File: src/rtl/fwd_pkg.sv
// fwd_pkg: select-encoding helpers shared by the forwarding operand register and its selector.
package fwd_pkg;

   // Select code that means "operand came from the register file".
   function automatic int sel_rf(input int nsrc);
      return nsrc;
   endfunction

   // Width needed to encode sources 0..nsrc-1 plus the register-file code.
   function automatic int sel_w(input int nsrc);
      return $clog2(nsrc + 1);
   endfunction

endpackage

File: src/rtl/fwd_prio_sel.sv
// fwd_prio_sel: combinational fixed-priority forwarding selector (lowest source index wins).
// Ports:
//   addr_i     - register address being looked up
//   rf_data_i  - register-file value used when no source matches
//   src_we_i   - per-source write enable
//   src_addr_i - per-source destination address, source i at [i*AW +: AW]
//   src_data_i - per-source result, source i at [i*WIDTH +: WIDTH]
//   data_o     - selected operand value
//   sel_o      - winning source index, or NSRC for the register file
//   hit_o      - a forwarding source was selected
module fwd_prio_sel
   import fwd_pkg::*;
#(
   parameter int WIDTH = 32,
   parameter int AW = 5,
   parameter int NSRC = 3,
   localparam int SELW = sel_w(NSRC)
) (
   input  logic [AW-1:0]         addr_i,
   input  logic [WIDTH-1:0]      rf_data_i,
   input  logic [NSRC-1:0]       src_we_i,
   input  logic [NSRC*AW-1:0]    src_addr_i,
   input  logic [NSRC*WIDTH-1:0] src_data_i,
   output logic [WIDTH-1:0]      data_o,
   output logic [SELW-1:0]       sel_o,
   output logic                  hit_o
);

   always_comb begin
      data_o = rf_data_i;
      sel_o  = SELW'(sel_rf(NSRC));
      hit_o  = 1'b0;
      // Scan from the oldest source down so the youngest match is the last writer.
      for (int i = NSRC - 1; i >= 0; i--)
         if (src_we_i[i] && src_addr_i[i*AW +: AW] == addr_i) begin
            data_o = src_data_i[i*WIDTH +: WIDTH];
            sel_o  = SELW'(i);
            hit_o  = 1'b1;
         end
      // Register 0 is hardwired zero and never forwarded.
      if (addr_i == '0) begin
         data_o = '0;
         sel_o  = SELW'(sel_rf(NSRC));
         hit_o  = 1'b0;
      end
   end

endmodule

File: src/rtl/fwd_operand_reg.sv
// fwd_operand_reg: registered ID/EX operand with forwarding, stall re-snoop, flush and hit counter.
// Ports:
//   clk, rst            - clock and asynchronous active-high reset
//   stall, flush        - hold the operand / insert a bubble (flush wins)
//   in_valid, in_addr   - operand request and its source register address
//   rf_data             - register-file read data for in_addr
//   src_we/addr/data    - packed in-flight forwarding sources, index 0 youngest
//   out_valid/addr/data - registered operand
//   out_sel             - source that supplied out_data, NSRC for register file
//   hit_cnt             - saturating count of forwarded captures
module fwd_operand_reg
   import fwd_pkg::*;
#(
   parameter int WIDTH = 32,
   parameter int AW = 5,
   parameter int NSRC = 3,
   parameter int CNTW = 16,
   localparam int SELW = sel_w(NSRC)
) (
   input  logic                  clk,
   input  logic                  rst,
   input  logic                  stall,
   input  logic                  flush,
   input  logic                  in_valid,
   input  logic [AW-1:0]         in_addr,
   input  logic [WIDTH-1:0]      rf_data,
   input  logic [NSRC-1:0]       src_we,
   input  logic [NSRC*AW-1:0]    src_addr,
   input  logic [NSRC*WIDTH-1:0] src_data,
   output logic                  out_valid,
   output logic [AW-1:0]         out_addr,
   output logic [WIDTH-1:0]      out_data,
   output logic [SELW-1:0]       out_sel,
   output logic [CNTW-1:0]       hit_cnt
);

   localparam logic [SELW-1:0] SEL_RF = SELW'(sel_rf(NSRC));

   logic              valid_q, valid_d;
   logic [AW-1:0]     addr_q, addr_d;
   logic [WIDTH-1:0]  data_q, data_d, c_data, r_data;
   logic [SELW-1:0]   sel_q, sel_d, c_sel, r_sel;
   logic [CNTW-1:0]   cnt_q, cnt_d;
   logic              c_hit, r_hit;

   // Capture path looks up the incoming address.
   fwd_prio_sel #(.WIDTH(WIDTH), .AW(AW), .NSRC(NSRC)) u_cap (
      .addr_i(in_addr), .rf_data_i(rf_data), .src_we_i(src_we), .src_addr_i(src_addr),
      .src_data_i(src_data), .data_o(c_data), .sel_o(c_sel), .hit_o(c_hit)
   );

   // Refresh path re-snoops the held address while stalled; its rf fallback is unused.
   fwd_prio_sel #(.WIDTH(WIDTH), .AW(AW), .NSRC(NSRC)) u_ref (
      .addr_i(addr_q), .rf_data_i(data_q), .src_we_i(src_we), .src_addr_i(src_addr),
      .src_data_i(src_data), .data_o(r_data), .sel_o(r_sel), .hit_o(r_hit)
   );

   always_comb begin
      valid_d = valid_q;
      addr_d  = addr_q;
      data_d  = data_q;
      sel_d   = sel_q;
      cnt_d   = cnt_q;
      if (flush) begin
         valid_d = 1'b0;
         addr_d  = '0;
         data_d  = '0;
         sel_d   = SEL_RF;
      end else if (stall) begin
         data_d = (valid_q && r_hit) ? r_data : data_q;
         sel_d  = (valid_q && r_hit) ? r_sel : sel_q;
      end else begin
         valid_d = in_valid;
         addr_d  = in_addr;
         data_d  = c_data;
         sel_d   = c_sel;
         cnt_d   = (in_valid && c_hit && cnt_q != '1) ? cnt_q + 1'b1 : cnt_q;
      end
   end

   always_ff @(posedge clk or posedge rst) begin
      if (rst) begin
         valid_q <= 1'b0;
         addr_q  <= '0;
         data_q  <= '0;
         sel_q   <= SEL_RF;
         cnt_q   <= '0;
      end else begin
         valid_q <= valid_d;
         addr_q  <= addr_d;
         data_q  <= data_d;
         sel_q   <= sel_d;
         cnt_q   <= cnt_d;
      end
   end

   assign out_valid = valid_q;
   assign out_addr  = addr_q;
   assign out_data  = data_q;
   assign out_sel   = sel_q;
   assign hit_cnt   = cnt_q;

endmodule

File: config.mk
export PLATFORM = sky130hd
export DESIGN_NAME = fwd_operand_reg
export DESIGN_NICKNAME = d
export VERILOG_FILES = /design/src/rtl/fwd_pkg.sv /design/src/rtl/fwd_prio_sel.sv /design/src/rtl/fwd_operand_reg.sv
export SDC_FILE = /design/constraint.sdc
export NUM_CORES = 1
export LEC_CHECK = 0
export ABC_AREA = 0
export BUFFER_PORTS_ARGS = -buffer_cell sky130_fd_sc_hd__buf_2
export CAP_MARGIN = 20
export CORE_UTILIZATION = 32
export DETAILED_ROUTE_END_ITERATION = 8
export PLACE_DENSITY = 0.55
export SETUP_SLACK_MARGIN = 0.3
export SLEW_MARGIN = 10
export SYNTH_ARGS = -nofsm -noshare
export SYNTH_HDL_FRONTEND = slang
export SYNTH_SLANG_ARGS = --single-unit
File: constraint.sdc
create_clock -name clk -period 4.24 [get_ports clk]
set_input_delay 0.424 -clock clk [delete_from_list [all_inputs] [get_ports clk]]
set_output_delay 0.424 -clock clk [all_outputs]
set_load 0.01 [all_outputs]
==> results.md <==
- Status: finished, final reports clean
- Synthesis-to-layout area growth: 28.9%
- Count leader, synth: nand2_1
- Fin crit share: 62.7%
- CTS tree: yes
- HPWL after detailed placement: 11.5 mm
- Vias in the first global route: around 4900
- Sink Count: 56
- Post-synth EDFFs: 0
- Crit path max-delay cell type: nand2b_1
- CP max stage delay: approximately 830 ps
- Largest net degree at the start of global routing: 57
- Die X-Extent: 119 um
- Critical Path Most Common Cell: nand2b_1
- Final ANT Viol Nets: 0
- 1st-iter DRT viols: 295
- Root cell of the clock tree: clkbuf_16
- Starting Density: 33.1%
- IO Port Bufs: 211
- Setup Skew: about 8.8 ps
- Dpl cell area: approximately 5500 um^2
- Total wire length: about 16 mm
- Synth cell count leaders: 97 x nand2_1, 54 x dfrtp_1, 54 x nor2_1, 43 x a311o_1, 39 x nor3_1
- Hold-fix buffers, CTS: 0
- Mapped Area: 4420 um^2
- Mapped Cells: 534
- Slew Limit Fails: 0
- Worst endpoint data arrival time: about 2800 ps
- CTS max path bufs: 2
- RSZ-0062 raised after global routing: no
- Post-cts sizing count: 0
- Flops & latches, synth: 56
- I/O pins: 212
- CTS buffer count: 5
- Antenna diodes: 0
- Core Rows: 42
- Power per Cell Area: 257 nW/um^2
- Setup Fix Bufs, Post-CTS: 0
- Post-route minimum period: ~2700 ps
- Count of unique library cells instantiated by Yosys: 44
- Worst VDD drop: 0.191 mV
- Startpoint class of the critical path: register
- Share of layout cells above drive strength 1: 35.3%
- DRC viols: 0
- Hold Vio Cnt, Final: 0
- Leakage dissipation: about 2.7 nW
- Die Span Y: 119 um
- CP Class: register to register
- GPL Wtd Cong: about 0.85
- CTS clock-pin slew for the worst setup and hold paths: approximately 70 ps
- Sequential area share after synthesis: between 30% and 40%
- Ys flop type: dfrtp_1
- # setup viols final: 0
- Asr flop ratio synth: 100%
- Die ar.: 14300 um^2
- H-tree depth: 2
- Finished Cell Area: 5690 um^2
- Worst-Skew Late Latency: just under 300 ps
- Worst EP required: 4370 ps
- Crit path cell chain: nor3_1 > nand2_1 > nand2b_1 > nand2b_1 > a2bb2oi_1 > a31oi_1
- Fmax: ~380 MHz
- Hold/Removal Path Class: input port to asynchronous set/reset pin
- First-pass GRT wire length: 25.2 mm
- Final #Nets: 864
- Hold slack: 335 ps
- Global route overflow: 0
- First-pass iteration count of the detailed router: 5
- Final setup TNS: 0 ps
- Cell taking the most area after synthesis: dfrtp_1
- Placed cells: between 800 and 900
- Core Box Area: between 10000 and 15000 um^2
- Number of fill cells: 1375
- GRT Overall Usage: around 22%
- Post-Syn Nets: 691
- Warnings from Yosys: 0
- Non-filler cells in the finished layout: between 800 and 900
- Area fraction of the dominant cell type after synthesis: 30.6%
- Leading post-synthesis cells by cell area: dfrtp_1 31%, a311o_1 9.7%, nand2_1 8.2%
- Slew @ Worst Pin: around 990 ps
- Worst Path Max Fanout: 21
- Slew Limit Headroom: 34.3%
- CP Capture Type: register
- Synthesized area per cell: 8.27 um^2
- Maximum capacitance violations: 0
- Initial antenna violation count: 0
- Wire per inst: 18.0 um
- Vias: 4808
- Vias/cell: 5.44
==> cells by family after synthesis <==
family | after synthesis | share of synthesized area, %
and+or+nand+nor | 236 | 23.7
xor gates and xnor gates | 45 | 8.93
muxes | 28 | 6.46
buffers and inverters | 57 | 5.87
adders and majority gates | 1 | 0.283
DFF | 56 | 31.8
AOI/OAI and AO/OA | 111 | 23.0
==> worst max-delay path: cells and delay by family, from the launching register on <==
kind	cells	cell delay (ps)
and+or+nand+nor	4	1690
DFF	1	490
AOI/OAI and AO/OA	2	320
==> cells in the final DEF, fill, tap and decap left out, types with 2 or more instances in the layout <==
master	synthesis	final
a31oi_1	22	22
a2bb2oi_1	21	21
nor4_1	5	5
nand4_1	6	6
a311o_1	43	43
nor2_1	54	54
nor3_1	39	39
a21oi_1	4	4
and2_1	2	2
mux2i_1	27	27
clkbuf_16	0	5
nor4_2	2	2
dfrtp_1	54	54
a41oi_1	3	3
a41oi_2	8	8
nand2b_1	3	2
nand3_1	19	19
xnor2_1	19	19
xor2_1	26	26
dfstp_2	2	2
and3_1	5	4
buf_4	1	10
buf_2	14	211
nand2_1	97	96
==> metal layers <==
metal	part of all wire [%]	global-route usage [%]	vias to the layer above
met1	42	26.8	2275
met2	49	39.1	208
met3	7.8	5.32	25
met4	2.2	7.11	0
li1	-	-	2300
met5	0	0	-
==> state kept, by name, indices dropped and copies added (netlist names) <==
| register | count |
|---|---|
| hit_cnt | 16 |
| out_valid | 1 |
| out_sel | 2 |
| out_addr | 5 |
| out_data | 32 |
==> area by class of cell <==
class	instances	area (um^2)	area share, %
clock buffer	6	129	2.26
clock inverter	2	35.0	0.616
inverter	2	7.51	0.132
multi-input combinational	421	2770	48.6
sequential	56	1400	24.7
tap	176	220	3.87
timing repair buffer	221	1130	19.9
==> through the flow <==
stage / setup slack, ps / util [%] / power (W)
6_report: 1580 / 42.6 / 0.00146
5_1_grt: 1330 / 42.6 / 0.00154
4_1_cts: 1570 / 42.6 / 0.00148
3_5_place_dp: 1430 / 41.4 / 0.00100
3_3_place_gp: 1510 / 41.4 / 0.000997
2_1_floorplan: 2020 / - / 0.000820
==> worst paths after layout <==
check                                        startpoint                  endpoint  slack [ps]  depth (start not counted)
worst min-delay path                                rst   out_data[6]$_DFFE_PP0P_         330                          3
worst min register to register  hit_cnt[12]$_DFFE_PP0P_   hit_cnt[12]$_DFFE_PP0P_         480                          1
max in group asynchronous                           rst  out_data[22]$_DFFE_PP0P_        3390                          3
worst max-delay path            out_addr[3]$_DFFE_PP0N_  out_data[14]$_DFFE_PP0P_        1580                          6
worst max register to register  out_addr[3]$_DFFE_PP0N_  out_data[14]$_DFFE_PP0P_        1580                          6
min in group clk                                  flush   out_addr[4]$_DFFE_PP0N_         410                          2
==> report_power, final <==
part	internal [W]	switching, W	leakage (nW)
clock	0.000279	0.000197	0.0808
combinational	0.000176	0.000201	1.85
sequential	0.000576	0.0000359	0.725
No activity file was read; power rests on OpenSTA's default activity.
